==> src/rtl/io_pkg.sv <==
`default_nettype none
// ============================================================================
// Module      : io_pkg
// Description : Shared widths and status-LED bit positions for the front panel.
// Revision    : 1.0  initial release
// ============================================================================
package io_pkg;

    localparam int c_IN_W    = 5;
    localparam int c_OUT_W   = 32;
    localparam int c_DIGITS  = 8;
    localparam int c_AN_W    = $clog2(c_DIGITS);
    localparam int c_NIB_W   = 4;

    localparam int c_LED_OVR = 7;
    localparam int c_LED_RDY = 6;
    localparam int c_LED_RUN = 5;

    // Hex digit 'idx' of a display word, digit 0 being the least significant.
    function automatic logic [c_NIB_W-1:0] nibble_sel(
        input logic [c_OUT_W-1:0] word,
        input logic [c_AN_W-1:0]  idx
    );
        return word[int'(idx)*c_NIB_W +: c_NIB_W];
    endfunction

endpackage
`default_nettype wire

==> src/rtl/cpu_io_ctrl_btn_debounce.sv <==
`default_nettype none
// ============================================================================
// Module      : btn_debounce
// Description : Synchronises a bouncing button, filters it and emits a
//               one-cycle pulse on each accepted press.
// Revision    : 1.0  initial release
// ============================================================================
module btn_debounce #(
    parameter logic [15:0] DEB_CYCLES = 16'd50000
) (
    input  logic clk,
    input  logic rstn,
    input  logic i_button,
    output logic o_step_pulse
);

    logic        r_sync1;
    logic        r_sync2;
    logic        r_db;
    logic        r_pulse;
    logic [15:0] r_cnt;

    logic        w_differs;
    logic        w_settled;

    assign w_differs    = (r_sync2 != r_db);
    // The new level is taken on the DEB_CYCLES-th consecutive differing cycle.
    assign w_settled    = w_differs && (r_cnt == DEB_CYCLES - 16'd1);
    assign o_step_pulse = r_pulse;

    always_ff @(posedge clk or negedge rstn) begin
        if (!rstn) begin
            r_sync1 <= 1'b0;
            r_sync2 <= 1'b0;
            r_db    <= 1'b0;
            r_pulse <= 1'b0;
            r_cnt   <= '0;
        end else begin
            r_sync1 <= i_button;
            r_sync2 <= r_sync1;
            r_pulse <= w_settled & r_sync2;
            if (!w_differs || w_settled) begin
                r_cnt <= '0;
            end else begin
                r_cnt <= r_cnt + 16'd1;
            end
            if (w_settled) begin
                r_db <= r_sync2;
            end
        end
    end

endmodule
`default_nettype wire

==> src/rtl/cpu_io_ctrl.sv <==
`default_nettype none
// ============================================================================
// Module      : cpu_io_ctrl
// Description : Front-panel controller: step/run clock enable, switch input
//               handshake, output latch and multiplexed hex display.
// Revision    : 1.0  initial release
// ============================================================================
module cpu_io_ctrl
    import io_pkg::*;
#(
    parameter logic [15:0] DEB_CYCLES = 16'd50000,
    parameter logic [15:0] SCAN_DIV   = 16'd10000
) (
    input  logic               clk,
    input  logic               rstn,
    input  logic               button,
    input  logic               run,
    input  logic               valid,
    input  logic [c_IN_W-1:0]  in_sw,
    input  logic               cpu_rd_in,
    input  logic               cpu_wr_out,
    input  logic [c_OUT_W-1:0] cpu_out_data,
    output logic               cpu_en,
    output logic [c_OUT_W-1:0] in_data,
    output logic               in_ready,
    output logic [c_AN_W-1:0]  an,
    output logic [c_NIB_W-1:0] seg,
    output logic [7:0]         led
);

    localparam int c_PAD = c_OUT_W - c_IN_W;

    logic               r_run1;
    logic               r_run_s;
    logic               r_val1;
    logic               r_val_s;
    logic               r_val_q;
    logic [c_IN_W-1:0]  r_sw1;
    logic [c_IN_W-1:0]  r_sw_s;
    logic               r_cpu_en;
    logic [c_IN_W-1:0]  r_buf;
    logic               r_rdy;
    logic               r_ovr;
    logic [c_OUT_W-1:0] r_out;
    logic [15:0]        r_scan;
    logic [c_AN_W-1:0]  r_an;
    logic [c_NIB_W-1:0] r_seg;

    logic               w_step;
    logic               w_val_rise;
    logic               w_consume;
    logic               w_wr;
    logic               w_scan_wrap;
    logic [c_AN_W-1:0]  w_an_nxt;

    btn_debounce #(
        .DEB_CYCLES   (DEB_CYCLES)
    ) u_btn_debounce (
        .clk          (clk),
        .rstn         (rstn),
        .i_button     (button),
        .o_step_pulse (w_step)
    );

    always_comb begin
        w_val_rise  = r_val_s & ~r_val_q;
        w_consume   = cpu_rd_in & r_cpu_en & r_rdy;
        w_wr        = cpu_wr_out & r_cpu_en;
        w_scan_wrap = (r_scan == SCAN_DIV - 16'd1);
        w_an_nxt    = w_scan_wrap ? r_an + 1'b1 : r_an;
    end

    // Synchronisers and clock enable
    always_ff @(posedge clk or negedge rstn) begin
        if (!rstn) begin
            r_run1   <= 1'b0;
            r_run_s  <= 1'b0;
            r_val1   <= 1'b0;
            r_val_s  <= 1'b0;
            r_val_q  <= 1'b0;
            r_sw1    <= '0;
            r_sw_s   <= '0;
            r_cpu_en <= 1'b0;
        end else begin
            r_run1   <= run;
            r_run_s  <= r_run1;
            r_val1   <= valid;
            r_val_s  <= r_val1;
            r_val_q  <= r_val_s;
            r_sw1    <= in_sw;
            r_sw_s   <= r_sw1;
            r_cpu_en <= r_run_s | w_step;
        end
    end

    // Input buffer: a consume in the same cycle as a new offer frees the slot
    always_ff @(posedge clk or negedge rstn) begin
        if (!rstn) begin
            r_buf <= '0;
            r_rdy <= 1'b0;
            r_ovr <= 1'b0;
        end else if (w_val_rise) begin
            if (!r_rdy || w_consume) begin
                r_buf <= r_sw_s;
                r_rdy <= 1'b1;
            end else begin
                r_ovr <= 1'b1;
            end
        end else if (w_consume) begin
            r_rdy <= 1'b0;
        end
    end

    // Output latch and display scan; seg is reloaded alongside an
    always_ff @(posedge clk or negedge rstn) begin
        if (!rstn) begin
            r_out  <= '0;
            r_scan <= '0;
            r_an   <= '0;
            r_seg  <= '0;
        end else begin
            if (w_wr) begin
                r_out <= cpu_out_data;
            end
            r_scan <= w_scan_wrap ? 16'd0 : r_scan + 16'd1;
            r_an   <= w_an_nxt;
            r_seg  <= nibble_sel(r_out, w_an_nxt);
        end
    end

    assign cpu_en                = r_cpu_en;
    assign in_data               = {{c_PAD{1'b0}}, r_buf};
    assign in_ready              = r_rdy;
    assign an                    = r_an;
    assign seg                   = r_seg;
    assign led[c_LED_OVR]        = r_ovr;
    assign led[c_LED_RDY]        = r_rdy;
    assign led[c_LED_RUN]        = r_run_s;
    assign led[c_IN_W-1:0]       = r_buf;

endmodule
`default_nettype wire

==> config.mk <==
export PLATFORM = sky130hd
export DESIGN_NAME = cpu_io_ctrl
export DESIGN_NICKNAME = d
export VERILOG_FILES = /design/src/rtl/io_pkg.sv /design/src/rtl/cpu_io_ctrl_btn_debounce.sv /design/src/rtl/cpu_io_ctrl.sv
export SDC_FILE = /design/constraint.sdc
export NUM_CORES = 1
export LEC_CHECK = 0
export CORE_UTILIZATION = 46
export DETAILED_ROUTE_END_ITERATION = 8
export GPL_ROUTABILITY_DRIVEN = 1
export HOLD_SLACK_MARGIN = 0.06
export PLACE_DENSITY = 0.75
export SLEW_MARGIN = 25
export SYNTH_ARGS = -nofsm -noshare
export SYNTH_HDL_FRONTEND = slang
export SYNTH_SLANG_ARGS = --single-unit
==> constraint.sdc <==
create_clock -name clk -period 1.9 [get_ports clk]
set_clock_uncertainty 0.2 [all_clocks]
set_input_delay 0.285 -clock clk [delete_from_list [all_inputs] [get_ports clk]]
set_output_delay 0.285 -clock clk [all_outputs]
set_load 0.01 [all_outputs]
==> results of run 1 <==
[stage by stage]
| step | cells | TNS, ns |
|---|---|---|
| 4_1_cts | 568 | 0 |
| 6_report | 571 | 0 |
| 3_5_place_dp | 547 | -0.396 |
| 3_3_place_gp | 547 | 0 |
| 5_1_grt | 571 | -0.0600 |
| 2_1_floorplan | 381 | 0 |
[layout make-up]
class	instances	area share, %
Clock inverter	7	1.03
Tap cell	129	2.84
Timing Repair Buffer	93	16.5
Sequential cell	98	43.1
Clock buffer	9	2.18
Multi-Input combinational cell	229	33.9
Inverter	6	0.396
[worst max path at each step]
stage / from / to / slack (ns) / cells past startpoint
floorplan: an[0] / seg[3] / 0.02 / 5
global placement: cpu_rd_in / r_buf[1] / 0.01 / 4
detailed placement: cpu_rd_in / r_buf[0] / -0.07 / 4
CTS: an[2] / an[2] / 0.01 / 1
global route: r_scan[0] / seg[1] / -0.02 / 7
finish: r_scan[1] / seg[1] / 0.03 / 7
[flip-flops by register name, summed over array words and instances, names as in the netlist, 3 cells and up]
signal / cells
r_sw1: 5
r_sw_s: 5
seg: 4
r_out: 32
r_buf: 5
an: 3
r_scan: 16
u_btn_debounce.r_cnt: 16
[worst max-delay path: stages, from the launching register on]
cell	delay [ns]
dfrtp_1	0.36
ha_2	0.18
and3_4	0.19
and4_4	0.29
buf_4	0.14
a21oi_1	0.10
a31oi_2	0.17
o211ai_1	0.11
[cells by family after synthesis]
logic type,after synthesis
xor gates and xnor gates,29
and+or+nand+nor,98
AOI/OAI and AO/OA,18
DFF,98
adders and majority gates,3
buffers and inverters,54
muxes,54
other,1
[cell usage after synthesis, drive strengths merged]
cell	number	area share, %
nor2b	2	0.44
xor2	18	3.5
and4bb	1	0.27
nand2	22	1.8
nor4	1	0.14
mux2	38	9.4
nor4b	1	0.33
a31o	2	0.38
and2	2	0.33
mux4	16	7.9
a21boi	1	0.16
o211ai	4	0.88
o21ai	1	0.11
ha	3	0.82
nand4	7	1.1
conb	1	0.082
nand4b	4	0.77
nor3b	1	0.16
or3	2	0.38
nor2	29	2.4
nor3	3	0.33
a31oi	5	0.82
nand2b	1	0.14
buf	47	7.5
nand3	13	1.4
xnor2	11	2.1
a21oi	5	0.55
or2	1	0.14
clkbuf	1	0.082
inv	6	0.49
dfrtp	98	54
and3	6	0.82
and4	2	0.38
[power breakdown]
group	switching [W]	internal [W]
clock network	0.000760	0.000497
registers	0.000110	0.00225
logic	0.000239	0.000412
total	0.00111	0.00316
[timing repair]
action / 4_1_cts / 5_1_grt
resized for setup: 8 / 16
pin swaps: 1 / 4
buffers inserted: 4 / 3
hold endpoints to repair: 65 / 0
gates cloned: 0 / 0
hold buffers: 1 / 0
endpoints found under the setup margin: 7 / 10
[cell usage in the layout, fill, tap and decap left out, types with 2 or more instances in the layout]
master / instances
o211ai_2: 2
clkdlybuf4s50_1: 62
buf_12: 6
o211ai_1: 2
or3_4: 2
dlygate4sd2_1: 2
xnor2_1: 11
conb_1: 27
nor3_1: 3
buf_4: 20
nand4_1: 6
nor2_1: 29
a31oi_4: 3
a21oi_1: 4
a31o_2: 2
inv_1: 6
inv_6: 2
mux4_2: 16
nand2_2: 2
xor2_1: 18
and3_1: 4
clkbuf_8: 9
nand2_1: 20
dfrtp_1: 97
nand4b_1: 4
buf_6: 2
nand3_1: 13
mux2_2: 38
clkinv_4: 2
[metal layers]
metal,vias to the layer above,GRT usage (%)
li1,1343,-
met1,1455,23.8
met2,79,27.4
met3,10,3.04
met4,0,8.36
met5,-,0
==> metrics, run 1 <==
outcome finished, final reports clean; Synth Area in Compound Gates 2.91%; placed inst area 5340 µm²; post-DP HPWL between 5 and 6 mm; Area Growth Syn to Fin 24.8%; simple-gate share of the synthesized area 11.4%; final hold viol count 0; adder and majority gate portion of the synthesized area less than 1%; RD Place Congestion about 0.87; final core occ 60.4%; clk_lat worst skew between 0.3 and 0.4 ns; endpoints failing setup 0; IO Port Bufs 65; pwr dens ~750 nW/µm²; Fin Hold WS around 0.14 ns; R2R setup slack ~0.029 ns; worst vdd ir between 0.3 and 0.4 mV; M1 wire length about 3.7 mm; CP max FO 6; Highest Signal Layer met4; Multi-input gate area between 1500 and 2000 µm²; post-route ant nets 0; Hold Path Depth 1; final worst slack approximately 0.029 ns; hold path endpoint r_sw1[3]; IO Pins 93; critical path class register to register; DRC viols 0; Worst-path clk slew ~0.10 ns; CP endpoint kind register; Seq cells post-synth 98; largest family of logic cells by synthesized area multiplexers; Period minus WS final 1.87 ns; reg2reg end seg[1]; Hold Startpoint in_sw[3]; synthesized instance count 355; total CTS buffers 9; deepest clock path buffer count 2; Syn Std Cell Area 4560 µm²; Pleak about 2.4 nW; Setup Slack @ Placement -0.0709 ns; first-pass GRT wire length about 14 mm; mux cell area share after synthesis 17.3%; initial antenna violation count 0; Worst setup SP type register; Die ar. just over 10000 µm²; RSZ-0062 raised after global routing true; cell count of the worst reg-to-reg path 7; CTS tree built; vias between 2000 and 3000; final period utilization roughly 98%; total global routing track utilization 17.5%; DR vias/cell between 5 and 6; drt wl/cell between 10 and 15 µm; CTS Sinks just under 100; Placeable Area 9420 µm²; final net count between 400 and 500; hold crit path type input port to register; WL final ~8.5 mm; WP data required a little under 2 ns; Die H 102 µm; Fillers roughly 740; layout cells sized above 1 roughly 28%; Seq/Total Area, Yosys between 50 and 60%; DR WL met3 roughly 280 µm; vias in the first global route 2810; FP Rows 35; post-layout instance area roughly 5700 µm²; H-tree depth 3; mean area per synthesized cell around 13 µm²; FF+latch area between 2000 and 2500 µm²; CP arrival about 1.9 ns; drt pass-1 iters 4; Iter 0 DRT Violations 120; ANT cells 0; Unique masters post-synth 43; Max Cap Viol 0; largest net degree at the start of global routing 37; Achievable Freq around 530 MHz; Root Driver clkbuf_8; initial core utilization 48.4%; Chip Width a little over 100 µm; GRT overflow 0; PnR Total Power roughly 0.0043 W; Slew Limit Fails 0; DR WL met2 between 4 and 5 mm; reg2reg start r_scan[1]; Ys Warns 0; Post-Synth XOR/XNOR Area 5.58%
Note: power is estimated with default switching activity, not from simulation.
==> run 2, diff against run 1 <==
CORE_UTILIZATION = 51   (was 46)
PLACE_DENSITY = 0.78   (was 0.75)
clock period = 2.13 ns   (was 1.9 ns; I/O delays follow)
==> run 2 against run 1 <==
Clock power up 3%. First-iteration DRC count grew 26%. Register-to-register slack better by 0.11 ns. Combinational power shrank 15%. Design area shrank 4.2%. Setup slack better by 0.068 ns. Worst hold slack better by 0.0012 ns. Die area is 9.6% lower. Wire length fell by 3.6%. Non-clock buffer count down 17. Critical path type is now register to primary output.
==> metrics, run 2 (synthesis gave the netlist of run 1 again) <==
outcome finished, final reports clean (unchanged); Slew Limit Fails 0 (unchanged); Chip Width 96.5 µm (was 102 µm); Root Driver clkbuf_8 (unchanged); placed cell count 516 (was 547); commonest non-fill, non-tap cell in the layout dfrtp_1 (unchanged); Die H 96.5 µm (was 102 µm); total global routing track utilization 19.5% (was 17.5%); DR vias/cell 5.30 (was 5.06); # Post-CTS Setup Buffers 0 (was 4); RD Place Congestion 0.809 (was 0.868); drt pass-1 iters 4 (unchanged); PnR Total Power 0.00396 W (was 0.00427 W); Period minus WS final a little over 2 ns; endpoints failing setup 0 (unchanged); Achievable Freq about 500 MHz; CP max FO 7 (was 6); RSZ-0062 raised after global routing false (was true); initial core utilization 52.5% (was 48.4%); worst vdd ir 0.339 mV (was 0.393 mV); CTS Sinks 98 (unchanged); DRC viols 0 (unchanged); post-DP HPWL 5.81 mm (was 5.93 mm); Worst-path clk slew 0.11 ns (was 0.10 ns); Largest register FFs 32 (unchanged); IO Port Bufs 65 (unchanged); post-route ant nets 0 (unchanged); Die ar. 9310 µm² (was 10300 µm²); Placeable Area 8680 µm² (was 9420 µm²); CP arrival 1.51 ns (was 1.92 ns); most frequent cells in the layout 98 x dfrtp_1, 64 x clkdlybuf4s50_1, 38 x mux2_2 (was 97 x dfrtp_1, 62 x clkdlybuf4s50_1, 38 x mux2_2); drt wl/cell 15.3 µm (was 14.8 µm); clk_lat worst skew 0.37 ns (about the same); largest net degree at the start of global routing 49 (was 37); Max Cap Viol 0 (unchanged); Worst setup SP type register (unchanged); largest registers r_out (32), r_scan (16), u_btn_debounce.r_cnt (16) (unchanged); Area Growth Syn to Fin 19.6% (was 24.8%); WL final 8.17 mm (was 8.48 mm); CP endpoint kind primary output (was register); final hold viol count 0 (unchanged); H-tree depth 3 (unchanged); Most flops, register r_out (unchanged); Pleak 2.34 nW (was 2.41 nW); total CTS buffers 9 (unchanged); non-filler instance count after layout 533 (was 571); Iter 0 DRT Violations 151 (was 120); hold crit path type register to register (was input port to register); vias in the first global route 2752 (was 2810); initial antenna violation count 0 (unchanged); setup_tns 0 ns (unchanged); first-pass GRT wire length 13.4 mm (was 13.6 mm); pwr dens 726 nW/µm² (was 751 nW/µm²); GRT overflow 0 (unchanged); final period utilization 95.5%; WP data required 1.61 ns (was 1.94 ns); layout cells sized above 1 22.6% (was 28.1%); final net count 467 (was 484); critical path class register to primary output (was register to register); FP Rows 34 (was 35); IO Pins 93 (unchanged); vias 2827 (was 2887); ANT cells 0 (unchanged); deepest clock path buffer count 2 (unchanged); CTS tree built (unchanged)
run 2: changes by cell type in the layout (fill, tap and decap cells not counted), sizes merged:
cell           delta
dlygate4sd2       -2
clkinvlp          -1
bufinv            +1
buf              -17
clkdlybuf4s50     +2
inv               +1
clkinv            -1
run 2: final cells by class:
type	instances	area, µm²
well taps	108	135
clock buffers	9	124
fillers	655	3230
multi-input cells	229	1850
inverters	6	22.5
repair buffers	76	771
flip-flops and latches	98	2450
clock inverters	7	95.1
run 2: power by group:
group	switching [W]	leakage (nW)	internal, W
combinational	0.000206	1.02	0.000351
clock	0.000715	0.111	0.000580
sequential	0.0000965	1.21	0.00201
total	0.00102	2.34	0.00294
run 2: path summary, 6_finish.rpt:
path | startpoint | to | cells past startpoint | slack (ns)
hold / removal | r_sw1[2] | r_sw_s[2] | 0 | 0.15
hold reg to reg | r_sw1[2] | r_sw_s[2] | 0 | 0.15
setup reg to reg | u_btn_debounce.r_cnt[0] | u_btn_debounce.r_cnt[14] | 5 | 0.14
min in group asynchronous | rstn | r_buf[3] | 2 | 0.25
setup / recovery | an[1] | an[1] | 2 | 0.1
max in group asynchronous | rstn | u_btn_debounce.r_cnt[0] | 3 | 0.85
run 2: repair_timing:
item,in CTS,in global routing
pin swaps,0,1
hold buffers,1,0
endpoints found under the hold margin,36,0
setup endpoints to repair,1,6
resized for setup,1,7
run 2: routing by layer:
layer  part of all wire [%]  track usage (%)  wire length, µm  vias up
li1                       -                -                -     1310
met1                     47             28.0             3820     1427
met2                     48             30.0             3920       81
met3                    4.2             4.23              346        9
met4                    1.0             5.88               85        0
met5                      0                0                0        -
run 2: stage by stage:
stage	utilization (%)	setup slack, ns	hold WS, ns	instance area [µm²]
after floorplan	-	0.148	-0.176	4650
after global placement	59.8	0.0892	0.122	5190
after detailed placement	59.8	0.0290	0.128	5190
after CTS	62.5	0.0149	0.152	5420
after global routing	62.8	0.00826	0.156	5450
final	62.8	0.0963	0.145	5450
run 2: critical path, cell delays in order, from the launching register on:
cell and delay [ns]:
dfrtp_1 0.38, buf_4 0.20, clkdlybuf4s50_1 0.56
==> run 3, diff against run 2 <==
CORE_MARGIN = 1.5   (was not set)
GPL_ROUTABILITY_DRIVEN = 0   (was 1)
==> run 3 against run 2 <==
Combinational power hardly changed. Clock power is 13% lower. Sequential cell count stayed put. Final cell count stayed put. Register-to-register slack hardly changed. Via count is 0.64% lower. Sequential power hardly changed. Wire length is 0.38% higher. Non-clock buffer count stayed put. Worst hold slack better by 0.012 ns. Fmax is 1.5% higher. Global-route usage is 0.71 points lower. Largest cell class unchanged. Largest power group unchanged.
==> metrics, run 3 (synthesis gave the netlist of run 1 again) <==
largest net degree at the start of global routing 43 (was 49); commonest non-fill, non-tap cell in the layout dfrtp_1 (unchanged); post-DP HPWL 6.03 mm (was 5.81 mm); vias in the first global route 2832 (was 2752); placed inst area 5180 µm² (was 5190 µm²); Die H 97.5 µm (was 96.5 µm); Slew Limit Fails 0 (unchanged); Worst-path clk slew 0.10 ns (was 0.11 ns); Sw Ratio 25.5% (was 25.7%); Iter 0 DRT Violations 151 (unchanged); H-tree depth 3 (unchanged); hold crit path type register to register (unchanged); FP Rows 34 (unchanged); deepest clock path buffer count 2 (unchanged); Largest register FFs 32 (unchanged); post-layout instance area 5420 µm² (was 5450 µm²); DRC viols 0 (unchanged); layout cells sized above 1 22.6% (unchanged); RSZ-0062 raised after global routing false (unchanged); Hold Startpoint r_run1 (was r_sw1[2]); total global routing track utilization 18.8% (was 19.5%); Max Cap Viol 0 (unchanged); post-route ant nets 0 (unchanged); DR vias/cell 5.27 (was 5.30); Fillers 702 (was 655); endpoints failing setup 0 (unchanged); final hold viol count 0 (unchanged); clock group share of total power 29.7% (was 32.7%); worst vdd ir 0.395 mV (was 0.339 mV); reg2reg start r_scan[1] (was u_btn_debounce.r_cnt[0]); largest registers r_out (32), r_scan (16), u_btn_debounce.r_cnt (16) (unchanged); CP arrival 2.07 ns (was 1.51 ns); critical path class register to register (was register to primary output); first-pass GRT wire length 14.1 mm (was 13.4 mm); final net count 467 (unchanged); Worst Setup SP r_scan[1] (was an[1]); Achievable Freq 499 MHz (was 492 MHz); WL final 8.20 mm (was 8.17 mm); Fin Hold WS 0.158 ns (was 0.145 ns); Root Driver clkbuf_8 (unchanged); CP max FO 8 (was 7); Placeable Area 8680 µm² (unchanged); Pint 0.00283 W (was 0.00294 W); ANT cells 0 (unchanged); total CTS buffers 9 (unchanged); final core occ 62.4% (was 62.8%); sequential share of power 55.6% (was 53.2%); CP endpoint kind register (was primary output); Most flops, register r_out (unchanged); WP data required 2.20 ns (was 1.61 ns); IO Port Bufs 65 (unchanged); initial antenna violation count 0 (unchanged); GRT overflow 0 (unchanged); Die ar. 9510 µm² (was 9310 µm²); Chip Width 97.5 µm (was 96.5 µm); Pleak 2.32 nW (was 2.34 nW); setup_tns 0 ns (unchanged); Multi-input gate area 1860 µm² (was 1850 µm²); FF+latch area 2450 µm² (unchanged); CTS Sinks 98 (unchanged); IO Pins 93 (unchanged); Worst setup SP type register (unchanged); most frequent cells in the layout 98 x dfrtp_1, 64 x clkdlybuf4s50_1, 38 x mux2_2 (unchanged); CTS tree built (unchanged); drt wl/cell 15.4 µm (was 15.3 µm); final period utilization 94.1% (was 95.5%); worst-margin pin slew 0.541 ns; vias 2809 (was 2827); Area Growth Syn to Fin 18.9% (was 19.6%); Slew HR between 60% and 70%; Period minus WS final 2.00 ns (was 2.03 ns); switching pwr 0.000967 W (was 0.00102 W); combinational group share of total power 14.7% (was 14.1%); outcome finished, final reports clean (unchanged); pwr dens 701 nW/µm² (was 726 nW/µm²); clk_lat worst skew 0.35 ns (was 0.37 ns); PnR Total Power 0.00380 W (was 0.00396 W); initial core utilization 52.5% (unchanged); drt pass-1 iters 6 (was 4)
[run 3: path summary, 6_finish.rpt]
path | slack (ns) | cells after the start | endpoint
worst max-delay path | 0.13 | 6 | seg[0]
worst min-delay path | 0.16 | 0 | r_run_s
worst max register to register | 0.13 | 6 | seg[0]
worst min register to register | 0.16 | 0 | r_run_s
max in group asynchronous | 0.95 | 3 | an[2]
min in group asynchronous | 0.23 | 2 | r_sw1[3]
[run 3: metrics by stage]
| stage | setup slack (ns) | std cells |
|---|---|---|
| after floorplan | 0.148 | 381 |
| after global placement | 0.120 | 515 |
| after detailed placement | -0.00681 | 515 |
| after CTS | 0.0247 | 532 |
| after global routing | 0.0110 | 533 |
| final | 0.127 | 533 |
[run 3: cell type report]
| cell class | instances | share of cell area (%) |
|---|---|---|
| Multi-Input combinational cell | 229 | 34.3 |
| Timing Repair Buffer | 76 | 14.0 |
| Clock inverter | 6 | 0.924 |
| Inverter | 6 | 0.416 |
| Tap cell | 108 | 2.49 |
| Sequential cell | 98 | 45.3 |
| Clock buffer | 10 | 2.54 |
[run 3: repair_timing]
item	CTS	global route
setup endpoints to repair	3	9
setup buffers	0	1
resized for setup	2	4
endpoints found under the hold margin	52	0
hold buffers	1	0
[run 3: layer usage]
layer	global-route usage, %	part of all wire (%)	vias up
met5	0	0	-
met3	4.03	4.5	12
li1	-	-	1309
met1	25.8	43	1401
met2	30.2	51	87
met4	5.93	1.7	0
[run 3: worst max-delay path, stage by stage (launching register included)]
cell and delay (ns):
dfrtp_1 0.38, ha_1 0.20, and3_1 0.21, and4_4 0.32
nand4_2 0.19, nor2b_4 0.21, o211ai_1 0.20
[run 3: power groups by stage]
| stage | Combinational [W] | Clock, W | Sequential (W) |
|---|---|---|---|
| global route | 0.000605 | 0.00123 | 0.00213 |
| detailed placement | 0.000561 | 0 | 0.00215 |
| global placement | 0.000548 | 0 | 0.00213 |
| finish | 0.000559 | 0.00113 | 0.00211 |
| CTS | 0.000565 | 0.00115 | 0.00211 |
| floorplan | 0.000326 | 0 | 0.00213 |
==> edit, RTL diff (config.mk and constraints of run 3) <==
Set the package constant `c_NIB_W` to 5 (it was 4).
--- a/src/rtl/io_pkg.sv
+++ b/src/rtl/io_pkg.sv
@@ -10,7 +10,7 @@
     localparam int c_OUT_W   = 32;
     localparam int c_DIGITS  = 8;
     localparam int c_AN_W    = $clog2(c_DIGITS);
-    localparam int c_NIB_W   = 4;
+    localparam int c_NIB_W   = 5;
 
     localparam int c_LED_OVR = 7;
     localparam int c_LED_RDY = 6;
Interface: changed (resized seg); port bits go from 93 to 94. The function was not compared with the original's and may differ.
==> edit against run 3 <==
Critical path depth shrank 1. Synthesized cell count decreased by 1.7%. Clock power grew 6%. Wire length fell by 3.5%. Final area up 1.9%. Worst setup slack lost 93 ps. Fmax is 4.4% lower. Non-clock buffer count is 6 higher. Total power grew 2.4%. Sequential cell count grew 1. Area after synthesis decreased by 0.33%. Largest cell class unchanged. Highest routed layer unchanged.
==> edit: results (changes against run 3) <==
- R2R Path Start: an[0]$_DFF_PN0_
- Aggregate global-route resource usage: 0.177 (-0.0109)
- Reg area: 2480 um^2 (+1.0%)
- Met1 GRT Util: 0.236 (-0.0217)
- Pre-Repair DR Iteration Count: 4 (-2)
- Initial antenna violation count: 0 (unchanged)
- Dpl cells: 515 (unchanged)
- Layout cells sized above 1: 0.218 (-0.00808)
- Critical Path AT: 2180 ps (+110 ps)
- VDD IR max: 0.482 mV (+22%)
- CTS Root Cell: clkbuf_8
- Met2 routed WL: 4090 um (-1.3%)
- Synth area leaders: dfrtp_1, mux2_2, buf_4
- Largest net degree at the start of global routing: 40 (-7.0%)
- Cell count after synthesis: 349 (-1.7%)
- Leakage: 2.41 nW (+3.8%)
- Post-place setup slack: 32.7 ps (+39.5 ps)
- Post-synth top cells: dfrtp_1, mux2_2, buf_4
- M3 GR Usage: 0.0396 (-0.000719)
- Met1 wire length: 3480 um (-1.9%)
- Cell Area, Placed: 5240 um^2 (+1.1%)
- Worst Setup EP: seg[4]$_DFF_PN0_
- Unique masters post-synth: 43 (unchanged)
- Clock group total power: 1.20 mW (+6%)
- Nets@finish: 469 (+0.43%)
- Startpoint Class: flop
- CTS Hold Bufs: 1 (unchanged)
- FF-to-FF path depth: 5 (-1)
- # fillers: 660 (-6.0%)
- Largest regs: r_out: 32 flops, r_scan: 16 flops, u_btn_debounce.r_cnt: 16 flops
- Met2 Resource Use GR: 0.291 (-0.0108)
- DP HPWL: 5550 um (-8.0%)
- Avg Vias per Cell: 5.19 (-1.5%)
- Min-Delay Startpoint: r_val1$_DFF_PN0_
- Worst-Skew Late Latency: 370 ps (+20 ps)
- Clk pwr share: 0.308 (+0.011)
- Sequential element share of the synthesized area: 0.546 (+0.00729)
- Core Area: 8680 um^2 (unchanged)
- Primary FF master, synth: dfrtp_1
- Post-CTS sizing: 1 (-1)
- Worst-margin pin slew: 633 ps (+91.7 ps)
- Via Count: 2,777 (-1.1%)
- Min Hold Slack: 158 ps (-0.184 ps)
- Max frequency: 477 MHz (-4.4%)
- P_sw: 1.04 mW (+7.4%)
- Status: complete, no violations
- Hold Path Sink: r_val_s$_DFF_PN0_
- Met3 wire length: 295 um (-21%)
- R2R setup slack: 30 ps (-90 ps)
- Starting DRT DRC Count: 124 (-18%)
- First-pass GRT wire length: 13,300 um (-5.4%)
- FF-to-FF End: seg[4]$_DFF_PN0_
- DRT Wirelength: 7910 um (-3.5%)
- PortBufs: 66 (+1.5%)
==> edit: cell count changes after synthesis, moves of 3 or more <==
| cell | delta |
|---|---|
| mux2i_1 | +15 |
| mux4_2 | -6 |
| nand4b_1 | -4 |
| a31oi_1 | -4 |
| inv_1 | -3 |
| o22ai_1 | +3 |
| and3_1 | +4 |
| a21oi_1 | -4 |
| nand3_1 | -3 |
| nand2_1 | -8 |
==> edit: cells by family after synthesis <==
kind of cell | share of synthesized area
flops | 0.546
simple gates | 0.105
xor+xnor | 0.0656
mux | 0.184
compound gates | 0.0141
buf+inv | 0.0761
other cells | 0.000826
fa+ha+maj | 0.00827
==> edit: area by class of cell <==
type,count,share of cell area
Sequential cell,99,0.449
Timing Repair Buffer,82,0.152
Multi-Input combinational cell,227,0.336
Clock buffer,9,0.0224
Tap cell,108,0.0245
Clock inverter,7,0.0143
Inverter,3,0.00204
==> edit: critical path: stages (launching register included) <==
cell     delay, ps
dfrtp_1        420
ha_1           450
or3b_2         500
mux2i_1        180
a21oi_1        110
o22ai_1        150
